===== src/rtl/instruction_decode_hz.sv =====
// instruction_decode_hz
//   DLX instruction decode stage. Decodes the instruction presented by the
//   IF/ID register and reads its operands from an internal register bank.
//   A write-back port updates the bank, and an optional bypass forwards a
//   same-cycle write to the read ports. A load-use hazard stalls IF for one
//   cycle. The result is captured in a valid-tagged ID/EX register.
// Ports:
//   clk, rst            clock and asynchronous active-high reset
//   if_valid_in, instruction_in, new_pc_in, id_ready_out
//                       upstream valid/ready handshake with IF/ID
//   flush_in            discard the instruction currently in ID
//   wb_write_*          register bank write-back port
//   ex_valid_out and the remaining *_out ports
//                       registered ID/EX contents
module instruction_decode_hz #(
  parameter int PC_WIDTH          = 20,
  parameter int DATA_WIDTH        = 32,
  parameter int INSTRUCTION_WIDTH = 32,
  parameter int REG_ADDR_WIDTH    = 5,
  parameter int OPCODE_WIDTH      = 6,
  parameter int FUNCTION_WIDTH    = 6,
  parameter int IMEDIATE_WIDTH    = 16,
  parameter int PC_OFFSET_WIDTH   = 26,
  parameter int ZERO_REG          = 1,
  parameter int WB_BYPASS         = 1,
  parameter int HAZARD_DETECT     = 1,
  parameter int ZERO_EXT_LOGIC    = 1
) (
  input  logic                         clk,
  input  logic                         rst,
  input  logic                         if_valid_in,
  input  logic [INSTRUCTION_WIDTH-1:0] instruction_in,
  input  logic [PC_WIDTH-1:0]          new_pc_in,
  output logic                         id_ready_out,
  input  logic                         flush_in,
  input  logic                         wb_write_enable,
  input  logic [REG_ADDR_WIDTH-1:0]    wb_write_addr,
  input  logic [DATA_WIDTH-1:0]        wb_write_data,
  output logic                         ex_valid_out,
  output logic [OPCODE_WIDTH-1:0]      opcode_out,
  output logic [FUNCTION_WIDTH-1:0]    inst_function_out,
  output logic [REG_ADDR_WIDTH-1:0]    read_address1_out,
  output logic [REG_ADDR_WIDTH-1:0]    read_address2_out,
  output logic [REG_ADDR_WIDTH-1:0]    reg_wr_addr_out,
  output logic                         reg_wr_en_out,
  output logic                         mem_data_rd_en_out,
  output logic                         mem_data_wr_en_out,
  output logic                         write_back_mux_sel_out,
  output logic                         imm_inst_out,
  output logic [DATA_WIDTH-1:0]        constant_out,
  output logic [DATA_WIDTH-1:0]        data_alu_a_out,
  output logic [DATA_WIDTH-1:0]        data_alu_b_out,
  output logic [PC_WIDTH-1:0]          new_pc_out,
  output logic [PC_OFFSET_WIDTH-1:0]   pc_offset_out,
  output logic                         branch_inst_out,
  output logic                         jump_inst_out,
  output logic                         jump_use_r_out
);

  localparam int NUM_REGS = 2 ** REG_ADDR_WIDTH;
  localparam int OP_LSB   = INSTRUCTION_WIDTH - OPCODE_WIDTH;
  localparam int RS1_LSB  = OP_LSB - REG_ADDR_WIDTH;
  localparam int RS2_LSB  = RS1_LSB - REG_ADDR_WIDTH;
  localparam int RD_LSB   = IMEDIATE_WIDTH - REG_ADDR_WIDTH;

  typedef struct packed {
    logic                       valid;
    logic [OPCODE_WIDTH-1:0]    opcode;
    logic [FUNCTION_WIDTH-1:0]  funct;
    logic [REG_ADDR_WIDTH-1:0]  rs1;
    logic [REG_ADDR_WIDTH-1:0]  rs2;
    logic [REG_ADDR_WIDTH-1:0]  wr_addr;
    logic                       wr_en;
    logic                       mem_rd;
    logic                       mem_wr;
    logic                       wb_sel;
    logic                       imm;
    logic [DATA_WIDTH-1:0]      konst;
    logic [DATA_WIDTH-1:0]      data_a;
    logic [DATA_WIDTH-1:0]      data_b;
    logic [PC_WIDTH-1:0]        pc;
    logic [PC_OFFSET_WIDTH-1:0] offset;
    logic                       branch;
    logic                       jump;
    logic                       use_r;
  } ex_t;

  ex_t ex_q, ex_d, dec;
  logic [DATA_WIDTH-1:0] bank_q [NUM_REGS];

  logic                      bank_we;
  logic [OPCODE_WIDTH-1:0]   opcode;
  logic [31:0]               op_u;
  logic [REG_ADDR_WIDTH-1:0] rs1, rs2;
  logic [IMEDIATE_WIDTH-1:0] imm_field;
  logic                      rs1_used, rs2_used, writes, hazard;

  assign bank_we = wb_write_enable && !(ZERO_REG != 0 && wb_write_addr == '0);

  // Register bank: a write to r0 is dropped when r0 is hard-wired to zero.
  always_ff @(posedge clk or posedge rst) begin
    if (rst) begin
      for (int i = 0; i < NUM_REGS; i++) bank_q[i] <= '0;
    end else if (bank_we) begin
      bank_q[wb_write_addr] <= wb_write_data;
    end
  end

  function automatic logic [DATA_WIDTH-1:0] read_reg(input logic [REG_ADDR_WIDTH-1:0] addr);
    if (ZERO_REG != 0 && addr == '0)
      return '0;
    else if (WB_BYPASS != 0 && bank_we && wb_write_addr == addr)
      return wb_write_data;
    else
      return bank_q[addr];
  endfunction

  assign opcode    = instruction_in[OP_LSB +: OPCODE_WIDTH];
  assign op_u      = 32'(opcode);
  assign rs1       = instruction_in[RS1_LSB +: REG_ADDR_WIDTH];
  assign rs2       = instruction_in[RS2_LSB +: REG_ADDR_WIDTH];
  assign imm_field = instruction_in[IMEDIATE_WIDTH-1:0];

  always_comb begin
    dec      = '0;
    rs1_used = 1'b0;
    rs2_used = 1'b0;
    writes   = 1'b0;
    dec.valid   = 1'b1;
    dec.opcode  = opcode;
    dec.funct   = instruction_in[FUNCTION_WIDTH-1:0];
    dec.rs1     = rs1;
    dec.rs2     = rs2;
    dec.pc      = new_pc_in;
    dec.offset  = instruction_in[PC_OFFSET_WIDTH-1:0];
    dec.data_a  = read_reg(rs1);
    dec.data_b  = read_reg(rs2);
    dec.konst   = {{(DATA_WIDTH-IMEDIATE_WIDTH){imm_field[IMEDIATE_WIDTH-1]}}, imm_field};
    if (ZERO_EXT_LOGIC != 0 && op_u >= 32'h0C && op_u <= 32'h0E)
      dec.konst = {{(DATA_WIDTH-IMEDIATE_WIDTH){1'b0}}, imm_field};

    if (op_u == 32'h00) begin
      rs1_used = 1'b1; rs2_used = 1'b1; writes = 1'b1;
      dec.wr_addr = instruction_in[RD_LSB +: REG_ADDR_WIDTH];
    end else if (op_u >= 32'h08 && op_u <= 32'h1F && op_u != 32'h12 && op_u != 32'h13) begin
      rs1_used = 1'b1; writes = 1'b1; dec.imm = 1'b1;
      dec.wr_addr = rs2;
    end else if (op_u >= 32'h20 && op_u <= 32'h25) begin
      rs1_used = 1'b1; writes = 1'b1; dec.imm = 1'b1;
      dec.mem_rd = 1'b1; dec.wb_sel = 1'b1;
      dec.wr_addr = rs2;
    end else if (op_u >= 32'h28 && op_u <= 32'h2B) begin
      rs1_used = 1'b1; rs2_used = 1'b1; dec.imm = 1'b1; dec.mem_wr = 1'b1;
    end else if (op_u == 32'h04 || op_u == 32'h05) begin
      rs1_used = 1'b1; dec.branch = 1'b1;
    end else if (op_u == 32'h02) begin
      dec.jump = 1'b1;
    end else if (op_u == 32'h03) begin
      dec.jump = 1'b1; writes = 1'b1;
      dec.wr_addr = REG_ADDR_WIDTH'(31);
    end else if (op_u == 32'h12 || op_u == 32'h13) begin
      rs1_used = 1'b1; dec.jump = 1'b1; dec.use_r = 1'b1;
      if (op_u == 32'h13) begin
        writes = 1'b1;
        dec.wr_addr = REG_ADDR_WIDTH'(31);
      end
    end
    dec.wr_en = writes && !(ZERO_REG != 0 && dec.wr_addr == '0);
  end

  // A load in EX whose destination feeds an operand of the ID instruction.
  assign hazard = (HAZARD_DETECT != 0) && if_valid_in && ex_q.valid && ex_q.mem_rd &&
                  (ex_q.wr_addr != '0) &&
                  ((rs1_used && rs1 == ex_q.wr_addr) || (rs2_used && rs2 == ex_q.wr_addr));

  assign id_ready_out = !hazard || flush_in;

  // Flush, stall and idle all load a bubble; a stall lasts one cycle because
  // the bubble removes the load from EX.
  always_comb begin
    ex_d = dec;
    if (flush_in || hazard || !if_valid_in) ex_d = '0;
  end

  always_ff @(posedge clk or posedge rst) begin
    if (rst) ex_q <= '0;
    else     ex_q <= ex_d;
  end

  assign ex_valid_out           = ex_q.valid;
  assign opcode_out             = ex_q.opcode;
  assign inst_function_out      = ex_q.funct;
  assign read_address1_out      = ex_q.rs1;
  assign read_address2_out      = ex_q.rs2;
  assign reg_wr_addr_out        = ex_q.wr_addr;
  assign reg_wr_en_out          = ex_q.wr_en;
  assign mem_data_rd_en_out     = ex_q.mem_rd;
  assign mem_data_wr_en_out     = ex_q.mem_wr;
  assign write_back_mux_sel_out = ex_q.wb_sel;
  assign imm_inst_out           = ex_q.imm;
  assign constant_out           = ex_q.konst;
  assign data_alu_a_out         = ex_q.data_a;
  assign data_alu_b_out         = ex_q.data_b;
  assign new_pc_out             = ex_q.pc;
  assign pc_offset_out          = ex_q.offset;
  assign branch_inst_out        = ex_q.branch;
  assign jump_inst_out          = ex_q.jump;
  assign jump_use_r_out         = ex_q.use_r;

endmodule

===== config.mk =====
export PLATFORM = sky130hd
export DESIGN_NAME = instruction_decode_hz
export DESIGN_NICKNAME = d
export VERILOG_FILES = /design/src/rtl/instruction_decode_hz.sv
export SDC_FILE = /design/constraint.sdc
export NUM_CORES = 2
export LEC_CHECK = 0
export ABC_CLOCK_PERIOD_IN_PS = 95100
export CAP_MARGIN = 20
export CORE_UTILIZATION = 60
export DETAILED_ROUTE_END_ITERATION = 8
export GPL_TIMING_DRIVEN = 0
export PLACE_DENSITY = 0.77
export REMOVE_ABC_BUFFERS = 1
export SLEW_MARGIN = 5
export SYNTH_ARGS = -nofsm -noshare
export SYNTH_HDL_FRONTEND = slang
export SYNTH_SLANG_ARGS = --single-unit
export TNS_END_PERCENT = 5

===== constraint.sdc =====
create_clock -name clk -period 95.1 [get_ports clk]
set_input_delay 23.775 -clock clk [delete_from_list [all_inputs] [get_ports clk]]
set_output_delay 23.775 -clock clk [all_outputs]
set_load 0.02 [all_outputs]

==> impl_metrics.csv <==
group,metric,value,unit
final_layout,area_delta_synth_final,14.6,%
timing,fin_ws,44640,ps
worst_hold_path,worstHoldEndpoint,"bank_q[1021]",
setup_path,arrival,26680,ps
cts,cts_resized,0,
placement,dp_hpwl,107,mm
logic_synthesis,yosys_warnings,0,
routing,vias,40600,
logic_synthesis,syn_avg_cell_area,14.1,sq um
logic_synthesis,synthDistinctLibCells,62,
setup_path,r2r_start,"reg_wr_addr_out[1]",
worst_hold_path,whs_path_depth,0,
logic_synthesis,netlist_area,0.0603,sq mm
timing,max_slew.worst_pin.slew,1210,ps
cts,cts_tree,"built",
timing,finClkSkew,18.5,ps
setup_path,startpoint_type,"input pin",
cts,post_cts_buffers,0,
power,cellLeakagePower,30.2,nW
cts,cts.sinks,1154,
floorplanning,coreArea,0.0990,sq mm
logic_synthesis,synth_seq_cells,1154,
logic_synthesis,synthDominantCellAreaShare,47.9,%
setup_path,rr_worst_depth,7,
timing,rsz0062_at_grt,"no",
final_layout,fin_util,69.8,%
logic_synthesis,yosysMostFrequentCell,"dfrtp_1",
floorplanning,start_util,60.9,%
power,p_clk_share,35.0,%
routing,drt_iter0_markers,4553,
timing,max_freq,0.0198,GHz
global_route,grt_max_degree,127,
floorplanning,ios,273,
placement,portBuffers,272,
cts,cts.hold.buffers_added,0,
setup_path,reg2reg_to,"data_alu_b_out[4]",
placement,place_worst_setup_slack,44660,ps
setup_path,end_kind,"output port",
setup_path,crit_type,"in2out",
global_route,grt_overflow,0,
cts,clk_pin_slew,60,ps
worst_hold_path,min_from,"bank_q[1021]",
job,maxCapViolCount,0,
floorplanning,die-width,319,um
logic_synthesis,yosysSeqAreaShare,47.9,%
timing,maxSlewViolCount,0,
power,peakVddDrop,0.0157,mV
logic_synthesis,synth_edf_count,0,
logic_synthesis,yosysTopAreaCell,"dfrtp_1",
floorplanning,num_rows,115,
logic_synthesis,synth_ff_type,"dfrtp_1",
setup_path,cp.required,71320,ps
global_route,track_usage,36.7,%
global_route,grt_util_met2,55.1,%
cts,cts_root_buf,"clkbuf_16",
global_route,antenna_found_initial,7,
run_status,status,"finished, final reports clean",
final_layout,final_nets,4380,
cts,cts.htree.levels,3,
timing,relSlewSlack,19.2,%
global_route,grt_pass1_vias,41900,
cts,clock_latency,720,ps
routing,routed_via_density,7.16,
global_route,grtUsageMet1,50.3,%
global_route,grt.busiest_layer,"met2",
timing,period_share,53.1,%
global_route,use_met3,9.56,%
logic_synthesis,synth_commonest_cells,"dfrtp_1, mux2_2, mux4_2",
power,swShare,27.0,%
power,power_density,20.2,mW/mm^2
routing,drc,0,
logic_synthesis,synthArstFlopShare,100,%
logic_synthesis,syn_inst,4291,
floorplanning,die_h,319,um
power,switching_power,0.000377,W
final_layout,fillerInstances,6495,
cts,cts.path.max_buffers,3,
routing,ant_nets,0,
setup_path,regToRegSetupSlack,91310,ps
final_layout,ff_latch_area,0.0289,sq mm
setup_path,cp_max_fo,74,
floorplanning,die_area,0.102,sq mm
routing,wl_per_cell,32.5,um
final_layout,multi_input_area,0.0292,sq mm
final_layout,drive_gt1_share,40.5,%
global_route,grt_pass1_wl,277,mm
timing,setup_tns,0,ps
power,pwr-share-seq,45.6,%
placement,gp_congestion,0.800,
logic_synthesis,synth.area.top_cells,"dfrtp_1, mux2_2, mux4_2",
timing,fin_crit,50460,ps
timing,setup_viol,0,
timing,finalHoldViolCount,0,
routing,totalWireLength,184,mm
cts,cts_buffers,120,
routing,firstDrtPassIters,6,
worst_hold_path,min_path_type,"reg2reg",
power,internal_power,0.00102,W
power,p_comb_share,19.4,%
[critical path, stage by stage]
cell and delay, ps:
buf_8 430, buf_16 450, buf_16 480, xnor2_1 190
nand4_1 150, nor4_1 280, o21bai_1 110, clkdlybuf4s50_1 540
[registers in the layout (all words and copies together) (netlist names)]
register,cells
ex_valid_out,1
imm_inst_out,1
branch_inst_out,1
reg_wr_addr_out,5
mem_data_wr_en_out,1
constant_out,1
bank_q,1024
data_alu_a_out,32
jump_use_r_out,1
pc_offset_out,26
jump_inst_out,1
data_alu_b_out,32
reg_wr_en_out,1
mem_data_rd_en_out,1
opcode_out,6
new_pc_out,20
[logic make-up (layout without fill, tap and decap cells)]
kind of cell	count (synthesis)	in the layout	synth area share, %
mux	1708	1708	38.4
flops	1154	1154	47.9
compound gates	536	536	6.21
buf+inv	525	624	4.23
simple gates	348	348	2.95
xor+xnor	20	20	0.290
other cells	0	2	0
[metal layers]
layer  routed length, um  vias up
li1                    -    16300
met1               70700    21300
met2               82900     2439
met3               21000      592
met4                9650        8
met5                  51        -
[power by group through the flow]
| stage | combinational, W | clock, W | sequential, W |
|---|---|---|---|
| after floorplan | 0.000186 | 0 | 0.000631 |
| after global placement | 0.000297 | 0 | 0.000639 |
| after detailed placement | 0.000267 | 0 | 0.000643 |
| after CTS | 0.000269 | 0.000494 | 0.000636 |
| after global routing | 0.000289 | 0.000514 | 0.000649 |
| final | 0.000272 | 0.000489 | 0.000638 |
[cell usage in the layout (no fill, tap or decap), types with 15 or more instances in the layout]
master	instances
nor2_1	43
a22oi_1	52
a32o_1	25
nand3_1	34
buf_12	27
nor2_4	15
clkinv_2	25
a221o_1	28
mux4_2	386
clkbuf_8	31
nor3_1	39
buf_8	25
clkbuf_16	123
o21ai_0	120
a221oi_1	68
nand2_1	67
clkbuf_1	26
buf_16	59
nand2_4	15
a211oi_1	17
a31oi_1	19
dfrtp_1	1154
and2_1	59
o211ai_1	20
mux2_2	1012
a21oi_1	102
clkdlybuf4s50_1	262
o2bb2ai_1	35
mux2i_1	310
[area by class of cell]
| cell class | count | area share, % |
|---|---|---|
| Inverter | 8 | 0.0652 |
| Multi-Input combinational cell | 2612 | 42.2 |
| Timing Repair Buffer | 390 | 7.68 |
| Sequential cell | 1154 | 41.8 |
| Clock inverter | 46 | 0.742 |
| Antenna cell | 2 | 0.00724 |
| Clock buffer | 180 | 5.21 |
| Tap cell | 1287 | 2.33 |
[metrics by stage]
| stage | hold WS [ps] | cell area [sq um] | power [W] | cells |
|---|---|---|---|---|
| global route | 411 | 69100 | 0.00145 | 5678 |
| CTS | 397 | 68900 | 0.00140 | 5657 |
| detailed placement | 384 | 64700 | 0.000910 | 5431 |
| global placement | 376 | 62100 | 0.000936 | 5333 |
| finish | 393 | 69100 | 0.00140 | 5679 |
| floorplan | 365 | 57800 | 0.000816 | 3774 |
[worst max-delay path by stage]
stage | startpoint | endpoint | slack [ps] | cells after the start
final | instruction_in[16] | id_ready_out | 44640 | 8
after global routing | instruction_in[16] | id_ready_out | 44540 | 8
after CTS | instruction_in[16] | id_ready_out | 44640 | 8
after detailed placement | instruction_in[16] | id_ready_out | 44660 | 8
after global placement | rst | bank_q[142] | 25720 | 2
after floorplan | rst | bank_q[0] | 38820 | 1
Note: power is estimated with default switching activity, not from simulation.
